## config.mk

```make
export PLATFORM = sky130hd
export DESIGN_NAME = pio_cfg_loader
export DESIGN_NICKNAME = d
export VERILOG_FILES = /design/src/rtl/pio_pkg.sv /design/src/rtl/pio_next_sm.sv /design/src/rtl/pio_cfg_loader.sv
export SDC_FILE = /design/constraint.sdc
export NUM_CORES = 1
export LEC_CHECK = 0
export BUFFER_PORTS_ARGS = -buffer_cell sky130_fd_sc_hd__buf_2
export CORE_MARGIN = 1.5
export CORE_UTILIZATION = 57
export CTS_CLUSTER_SIZE = 24
export DETAILED_ROUTE_END_ITERATION = 12
export MAX_ROUTING_LAYER = met4
export PLACE_DENSITY = 0.85
export SYNTH_ARGS = -nofsm -noshare
export SYNTH_HDL_FRONTEND = slang
export SYNTH_SLANG_ARGS = --single-unit
```

## constraint.sdc

```tcl
create_clock -name clk -period 10.5 [get_ports clk]
set_input_delay 0.525 -clock clk [delete_from_list [all_inputs] [get_ports clk]]
set_output_delay 0.525 -clock clk [all_outputs]
set_load 0.02 [all_outputs]
```

## src/rtl/pio_pkg.sv

```systemverilog
// Shared definitions for the PIO configuration loader: action codes, loader
// states and the field widths of the per-state-machine configuration words.
package pio_pkg;

  localparam int DIV_W   = 24;
  localparam int WRAP_W  = 5;
  localparam int INSTR_W = 16;

  typedef enum logic [3:0] {
    ACT_NONE  = 4'd0,
    ACT_INSTR = 4'd1,
    ACT_PEND  = 4'd2,
    ACT_PULL  = 4'd3,
    ACT_PUSH  = 4'd4,
    ACT_GRPS  = 4'd5,
    ACT_EN    = 4'd6,
    ACT_DIV   = 4'd7,
    ACT_SIDES = 4'd8,
    ACT_IMM   = 4'd9,
    ACT_APUSH = 4'd10,
    ACT_APULL = 4'd11,
    ACT_IPINS = 4'd12,
    ACT_IDIRS = 4'd13,
    ACT_ISRT  = 4'd14,
    ACT_OSRT  = 4'd15
  } pio_action_e;

  typedef enum logic [2:0] {
    ST_IDLE   = 3'd0,
    ST_FETCH  = 3'd1,
    ST_INSTR  = 3'd2,
    ST_CFG    = 3'd3,
    ST_ENABLE = 3'd4,
    ST_FIN    = 3'd5
  } ldr_state_e;

endpackage

```

## src/rtl/pio_next_sm.sv

```systemverilog
// Priority finder: lowest set bit of the remaining mask at or above cur_idx,
// so the loader can hop straight to the next enabled state machine.
module pio_next_sm
  import pio_pkg::*;
#(
  parameter int NUM_SM = 4
) (
  input  logic [NUM_SM-1:0] rem_mask,
  input  logic [1:0]        cur_idx,
  output logic [1:0]        next_idx,
  output logic              none_left
);

  always_comb begin
    next_idx  = '0;
    none_left = 1'b1;
    // Descending scan so the lowest qualifying index is the one that sticks.
    for (int n = NUM_SM - 1; n >= 0; n--) begin
      if (rem_mask[n] && (n >= int'(cur_idx))) begin
        next_idx  = 2'(n);
        none_left = 1'b0;
      end
    end
  end

endmodule

```

## src/rtl/pio_cfg_loader.sv

```systemverilog
// Sequencer that loads a program from instruction memory into the PIO and then
// configures and enables the selected state machines through the action port.
//
// state     | meaning
// ST_IDLE   | waiting for start; bad lengths pulse err and stay here
// ST_FETCH  | instruction reads still being issued (INSTR writes overlap)
// ST_INSTR  | reads done, draining the last fetched words as INSTR writes
// ST_CFG    | PEND / DIV / GRPS triple for the current state machine
// ST_ENABLE | EN action with the snapshot mask
// ST_FIN    | done pulse, back to idle next cycle
module pio_cfg_loader
  import pio_pkg::*;
#(
  parameter int NUM_SM     = 4,
  parameter int PROG_DEPTH = 32
) (
  input  logic                     clk,
  input  logic                     reset,
  input  logic                     start,
  input  logic [5:0]               plen,
  input  logic [NUM_SM-1:0]        sm_mask,
  input  logic [NUM_SM*WRAP_W-1:0] wrap_end,
  input  logic [NUM_SM*DIV_W-1:0]  div,
  input  logic [NUM_SM*32-1:0]     pin_grps,
  output logic                     prog_rd,
  output logic [4:0]               prog_addr,
  input  logic [INSTR_W-1:0]       prog_data,
  output logic [3:0]               action,
  output logic [4:0]               index,
  output logic [1:0]               mindex,
  output logic [31:0]              din,
  output logic                     busy,
  output logic                     done,
  output logic                     err
);

  localparam logic [5:0] MAX_LEN = 6'(PROG_DEPTH);

  ldr_state_e state_q, state_d;
  logic [5:0] plen_q;
  logic [5:0] rd_cnt_q, rd_cnt_d;
  logic [5:0] iss_cnt_q, iss_cnt_d;
  logic [NUM_SM-1:0] mask_q, rem_q, rem_d;
  logic [1:0] sm_q, sm_d;
  logic [1:0] step_q, step_d;
  logic       rd_dly_q;
  logic       snap, advance;

  logic [WRAP_W-1:0] wrap_q [NUM_SM];
  logic [DIV_W-1:0]  div_q  [NUM_SM];
  logic [31:0]       grps_q [NUM_SM];

  logic              rd_n;
  logic [4:0]        addr_n;
  pio_action_e       act_n;
  logic [4:0]        idx_n;
  logic [1:0]        midx_n;
  logic [31:0]       din_n;
  logic              err_n;

  logic [1:0] nxt_sm;
  logic       none_left;

  pio_next_sm #(.NUM_SM(NUM_SM)) u_next_sm (
    .rem_mask  (rem_q),
    .cur_idx   (sm_q),
    .next_idx  (nxt_sm),
    .none_left (none_left)
  );

  always_comb begin
    state_d   = state_q;
    rd_cnt_d  = rd_cnt_q;
    iss_cnt_d = iss_cnt_q;
    rem_d     = rem_q;
    sm_d      = sm_q;
    step_d    = step_q;
    snap      = 1'b0;
    advance   = 1'b0;
    rd_n      = 1'b0;
    addr_n    = '0;
    act_n     = ACT_NONE;
    idx_n     = '0;
    midx_n    = '0;
    din_n     = '0;
    err_n     = 1'b0;

    case (state_q)
      ST_IDLE: begin
        if (start) begin
          if ((plen == 6'd0) || (plen > MAX_LEN)) begin
            err_n = 1'b1;
          end else begin
            snap      = 1'b1;
            rd_n      = 1'b1;
            rd_cnt_d  = 6'd1;
            iss_cnt_d = '0;
            rem_d     = sm_mask;
            sm_d      = '0;
            step_d    = '0;
            state_d   = ST_FETCH;
          end
        end
      end
      ST_FETCH, ST_INSTR: begin
        if (iss_cnt_q == plen_q) begin
          advance = 1'b1;
        end else begin
          if (rd_cnt_q < plen_q) begin
            rd_n     = 1'b1;
            addr_n   = rd_cnt_q[4:0];
            rd_cnt_d = rd_cnt_q + 6'd1;
            state_d  = ST_FETCH;
          end else begin
            state_d  = ST_INSTR;
          end
          // Word fetched last cycle is on prog_data now.
          if (rd_dly_q) begin
            act_n     = ACT_INSTR;
            idx_n     = iss_cnt_q[4:0];
            din_n     = {{(32-INSTR_W){1'b0}}, prog_data};
            iss_cnt_d = iss_cnt_q + 6'd1;
          end
        end
      end
      ST_CFG: begin
        case (step_q)
          2'd0: begin
            act_n  = ACT_DIV;
            midx_n = sm_q;
            din_n  = 32'(div_q[sm_q]);
            step_d = 2'd1;
          end
          2'd1: begin
            act_n        = ACT_GRPS;
            midx_n       = sm_q;
            din_n        = grps_q[sm_q];
            step_d       = 2'd2;
            rem_d[sm_q]  = 1'b0;
          end
          default: advance = 1'b1;
        endcase
      end
      ST_ENABLE: state_d = ST_FIN;
      ST_FIN:    state_d = ST_IDLE;
      default:   state_d = ST_IDLE;
    endcase

    if (advance) begin
      if (none_left) begin
        act_n   = ACT_EN;
        din_n   = 32'(mask_q);
        state_d = ST_ENABLE;
      end else begin
        act_n   = ACT_PEND;
        midx_n  = nxt_sm;
        din_n   = 32'(wrap_q[nxt_sm]);
        sm_d    = nxt_sm;
        step_d  = 2'd0;
        state_d = ST_CFG;
      end
    end
  end

  always_ff @(posedge clk) begin
    if (reset) begin
      state_q   <= ST_IDLE;
      rd_cnt_q  <= '0;
      iss_cnt_q <= '0;
      rem_q     <= '0;
      sm_q      <= '0;
      step_q    <= '0;
      rd_dly_q  <= 1'b0;
      prog_rd   <= 1'b0;
      prog_addr <= '0;
      action    <= '0;
      index     <= '0;
      mindex    <= '0;
      din       <= '0;
      busy      <= 1'b0;
      done      <= 1'b0;
      err       <= 1'b0;
    end else begin
      state_q   <= state_d;
      rd_cnt_q  <= rd_cnt_d;
      iss_cnt_q <= iss_cnt_d;
      rem_q     <= rem_d;
      sm_q      <= sm_d;
      step_q    <= step_d;
      rd_dly_q  <= prog_rd;
      prog_rd   <= rd_n;
      prog_addr <= addr_n;
      action    <= act_n;
      index     <= idx_n;
      mindex    <= midx_n;
      din       <= din_n;
      busy      <= (state_d != ST_IDLE) && (state_d != ST_FIN);
      done      <= (state_d == ST_FIN);
      err       <= err_n;
    end
  end

  // Snapshot is only read while a load is running, so it needs no reset.
  always_ff @(posedge clk) begin
    if (snap) begin
      plen_q <= plen;
      mask_q <= sm_mask;
      for (int n = 0; n < NUM_SM; n++) begin
        wrap_q[n] <= wrap_end[WRAP_W*n +: WRAP_W];
        div_q[n]  <= div[DIV_W*n +: DIV_W];
        grps_q[n] <= pin_grps[32*n +: 32];
      end
    end
  end

endmodule

```

==> metrics.csv <==
stage;metric;value;unit
power;P_leak;5.77;nW
timing;fmax;259;MHz
place;setup slack after placement;6320;ps
die;Die Area;22900;sq um
logic_synthesis;synthesized area per cell;17.6;sq um
power;total power;2.79;mW
drt;vias per cell;5.82;
drt;DR pass1 iterations;7;
drt;Post-Route WL;29400;um
logic_synthesis;number of flops mapped to enable cells by yosys;254;
logic_synthesis;adder-cell share of the synthesized area;0.897;%
logic_synthesis;synth unique cells;66;
timing;TNS Setup;0;ps
timing;Clock Skew;21.2;ps
timing;Rel. slew slack;14.8;%
power;power density cells;180;nW/um^2
timing;Hold Vio Cnt, Final;0;
logic_synthesis;area share of the largest cell type after synthesis;60.7;%
cells_and_area;final net count;1319;
worst_setup_path;data arrival time of the critical path;3990;ps
timing;min Tclk post-route;3860;ps
drt;vias;7862;
die;Die W;151;um
power;Combinational Power Share;5.1;%
clock_network;Worst-path clk slew;60;ps
die;core area;21700;sq um
clock_network;total clock sinks;329;
power;IR drop worst, VDD;0.000168;V
logic_synthesis;post-synthesis mux area share;11.4;%
worst_setup_path;Reg2Reg Launch Point;state_q[1];
global_route;largest net degree at the start of global routing;168;
worst_setup_path;element type at the critical path end;flip-flop;
job;max-capacitance violation count;0;
drt;drt wl/cell;21.8;um
status;status;completed;
global_route;overflow left after global routing;0;
power;internal power;2.22;mW
logic_synthesis;Synth Cell Area;12600;sq um
logic_synthesis;Post-Synth XOR/XNOR Area;0.837;%
cells_and_area;fin util;71.4;%
clock_network;post_cts resized;0;
clock_network;# hold bufs at CTS;0;
logic_synthesis;register area share after synthesis;72.7;%
clock_network;clk buf depth;3;
die;I/O pins;325;
global_route;vias in the first global route;7863;
worst_setup_path;CP Launch Type;flip-flop;
worst_setup_path;Worst R2R Setup Slack;6640;ps
clock_network;CTS root buffer;clkbuf_16;
cells_and_area;Layout area overhead;23.3;%
clock_network;htree depth;2;
clock_network;Num CTS Buffers;34;
logic_synthesis;top cells by area, synth;edfxtp_1, dfxtp_1, mux4_2, a21oi_1, nand2_1;
drt;Post-route DRC;0;
logic_synthesis;largest family of logic cells by synthesized area;multiplexers;
clock_network;Setup Buffers After CTS;0;
worst_setup_path;reg2reg end;div_q[2][0];
worst_setup_path;worst r2r path cells;5;
global_route;initial antenna violation count;5;
logic_synthesis;flops & latches, synth;329;
worst_setup_path;worst endpoint required time;10620;ps
place;post-DP HPWL;19600;um
logic_synthesis;Synth Area in Simple Gates;4.77;%
min_path;Worst Hold Launch;div[34];
drt;Iter 0 DRT Violations;592;
logic_synthesis;Synth area leader;edfxtp_1;
timing;Slew Limit Fails;0;
min_path;min-delay worst type;in -> reg;
place;RD Place Congestion;0.900;
min_path;hold endpoint;div_q[1][10];
logic_synthesis;Post-synth top flop;edfxtp_1;
logic_synthesis;Syn Nets;995;
worst_setup_path;crit path kind;reg -> reg;
worst_setup_path;CP max FO;167;
die;initial core utilization;57.9;%
power;Seq pwr share;53.3;%
logic_synthesis;fraction of the mapped netlist area in compound gates;7.14;%
clock_network;clock latency on the worst-skew pair;520;ps
global_route;first-pass GRT wire length;42400;um
timing;final setup vio count;0;
timing;RSZ-0062 raised after global routing;false;
min_path;hold path cells;1;
logic_synthesis;Ys Warns;0;
logic_synthesis;Async SR Flop Fraction;0;%
global_route;gr usage total;26.2;%
timing;final cycle utilization of the critical path;36.8;%
timing;final setup margin;6640;ps
power;Sw Ratio;20.4;%
cells_and_area;share of cells above drive strength 1;42.7;%
power;Clock Power Share;41.6;%
die;Core Rows;54;
die;Die Span Y;151;um
power;total net switching power;569;uW
place;Port Buffers;323;
logic_synthesis;Mapped Cells;713;
clock_network;CTS tree;built;
timing;worst-margin pin slew;1280;ps
drt;Routed Antenna Nets;0;
==> flip-flops by register name, summed over array words and instances (netlist names), 2 cells and up <==
register	cells
step_q	2
rem_q	4
div_q	96
mindex	2
wrap_q	20
state_q	3
mask_q	4
rd_cnt_q	6
sm_q	2
grps_q	128
action	3
index	5
prog_addr	5
plen_q	6
din	32
iss_cnt_q	6
==> synth_stat cells, types with 9 or more instances <==
cell	number
mux4_2	57
a21oi_1	34
xnor2_1	12
ha_1	9
nor2_1	22
dfxtp_1	75
edfxtp_1	254
buf_2	16
clkbuf_1	13
inv_1	18
nand2_1	31
and2_1	10
a32oi_1	11
o211ai_1	12
==> per-stage QoR <==
stage                     cells  area [sq um]  hold WS (ps)
final                      1351         15500           179
after global routing       1348         15500           159
after CTS                  1343         15500           164
after detailed placement   1281         14400           456
after global placement     1281         14400           446
after floorplan             713         12600           446
==> critical path, cell delays in order, from the launching register on <==
cell	delay, ps
dfxtp_1	390
or3b_1	420
nor2_1	180
nand3_2	400
inv_8	950
buf_4	950
==> cell usage in the layout (no fill, tap or decap), types with 3 or more instances in the layout <==
master,n
clkbuf_16,36
a21oi_1,34
dfxtp_1,73
nand2_1,31
and3_1,8
nand3_1,8
o21ai_0,3
nand4_1,5
diode_2,8
and2_1,10
nor2_1,22
mux2i_1,8
mux4_2,57
nor3b_1,6
edfxtp_1,254
buf_2,323
o32ai_1,5
clkbuf_1,11
clkbuf_8,4
inv_1,18
nor3_1,6
or4_1,3
o211ai_1,12
mux2_2,4
ha_1,9
nand2b_1,3
a211oi_1,6
a32o_1,5
a22o_1,8
a31oi_1,6
xnor2_1,12
clkinv_2,6
buf_4,5
a32oi_1,11
==> layout make-up <==
| cell class | count | area, sq um |
|---|---|---|
| inverters | 19 | 78.8 |
| multi-input cells | 325 | 3150 |
| diodes | 8 | 20.0 |
| flip-flops and latches | 329 | 9130 |
| fillers | 1320 | 6200 |
| well taps | 280 | 350 |
| clock buffers | 51 | 997 |
| clock inverters | 11 | 100 |
| repair buffers | 328 | 1650 |
==> power groups by stage <==
stage	registers [mW]	logic [mW]	clock network, mW
floorplan	1.51	0.0710	0
global placement	1.51	0.137	0
detailed placement	1.51	0.142	0
CTS	1.49	0.143	1.18
global route	1.49	0.155	1.23
finish	1.49	0.143	1.16
==> cells by family (layout without fill, tap and decap cells) <==
kind of cell	Yosys count	after routing
muxes	71	71
adders and majority gates	9	9
and+or+nand+nor	114	114
AOI/OAI and AO/OA	118	118
other	1	9
xor gates and xnor gates	12	12
buffers and inverters	59	409
DFF	329	329
==> worst max-delay path by stage <==
| stage | startpoint | end | slack [ps] | cells past startpoint |
|---|---|---|---|---|
| floorplan | plen[0] | div_q[0][0] | 5860 | 4 |
| CTS | state_q[1] | div_q[0][17] | 6710 | 5 |
| detailed placement | plen[0] | grps_q[2][0] | 6320 | 6 |
| finish | state_q[1] | div_q[2][0] | 6640 | 5 |
| global placement | plen[0] | grps_q[1][0] | 6430 | 6 |
| global route | state_q[1] | grps_q[3][23] | 6430 | 5 |
==> per-layer routing <==
layer | part of all wire (%) | up-vias | track usage, %
met5 | 0 | - | -
met4 | 3.4 | 0 | 10.1
met3 | 9.5 | 72 | 6.11
met2 | 51 | 457 | 43.8
met1 | 36 | 3816 | 31.1
li1 | - | 3517 | -
Note: power is estimated with default switching activity, not from simulation.
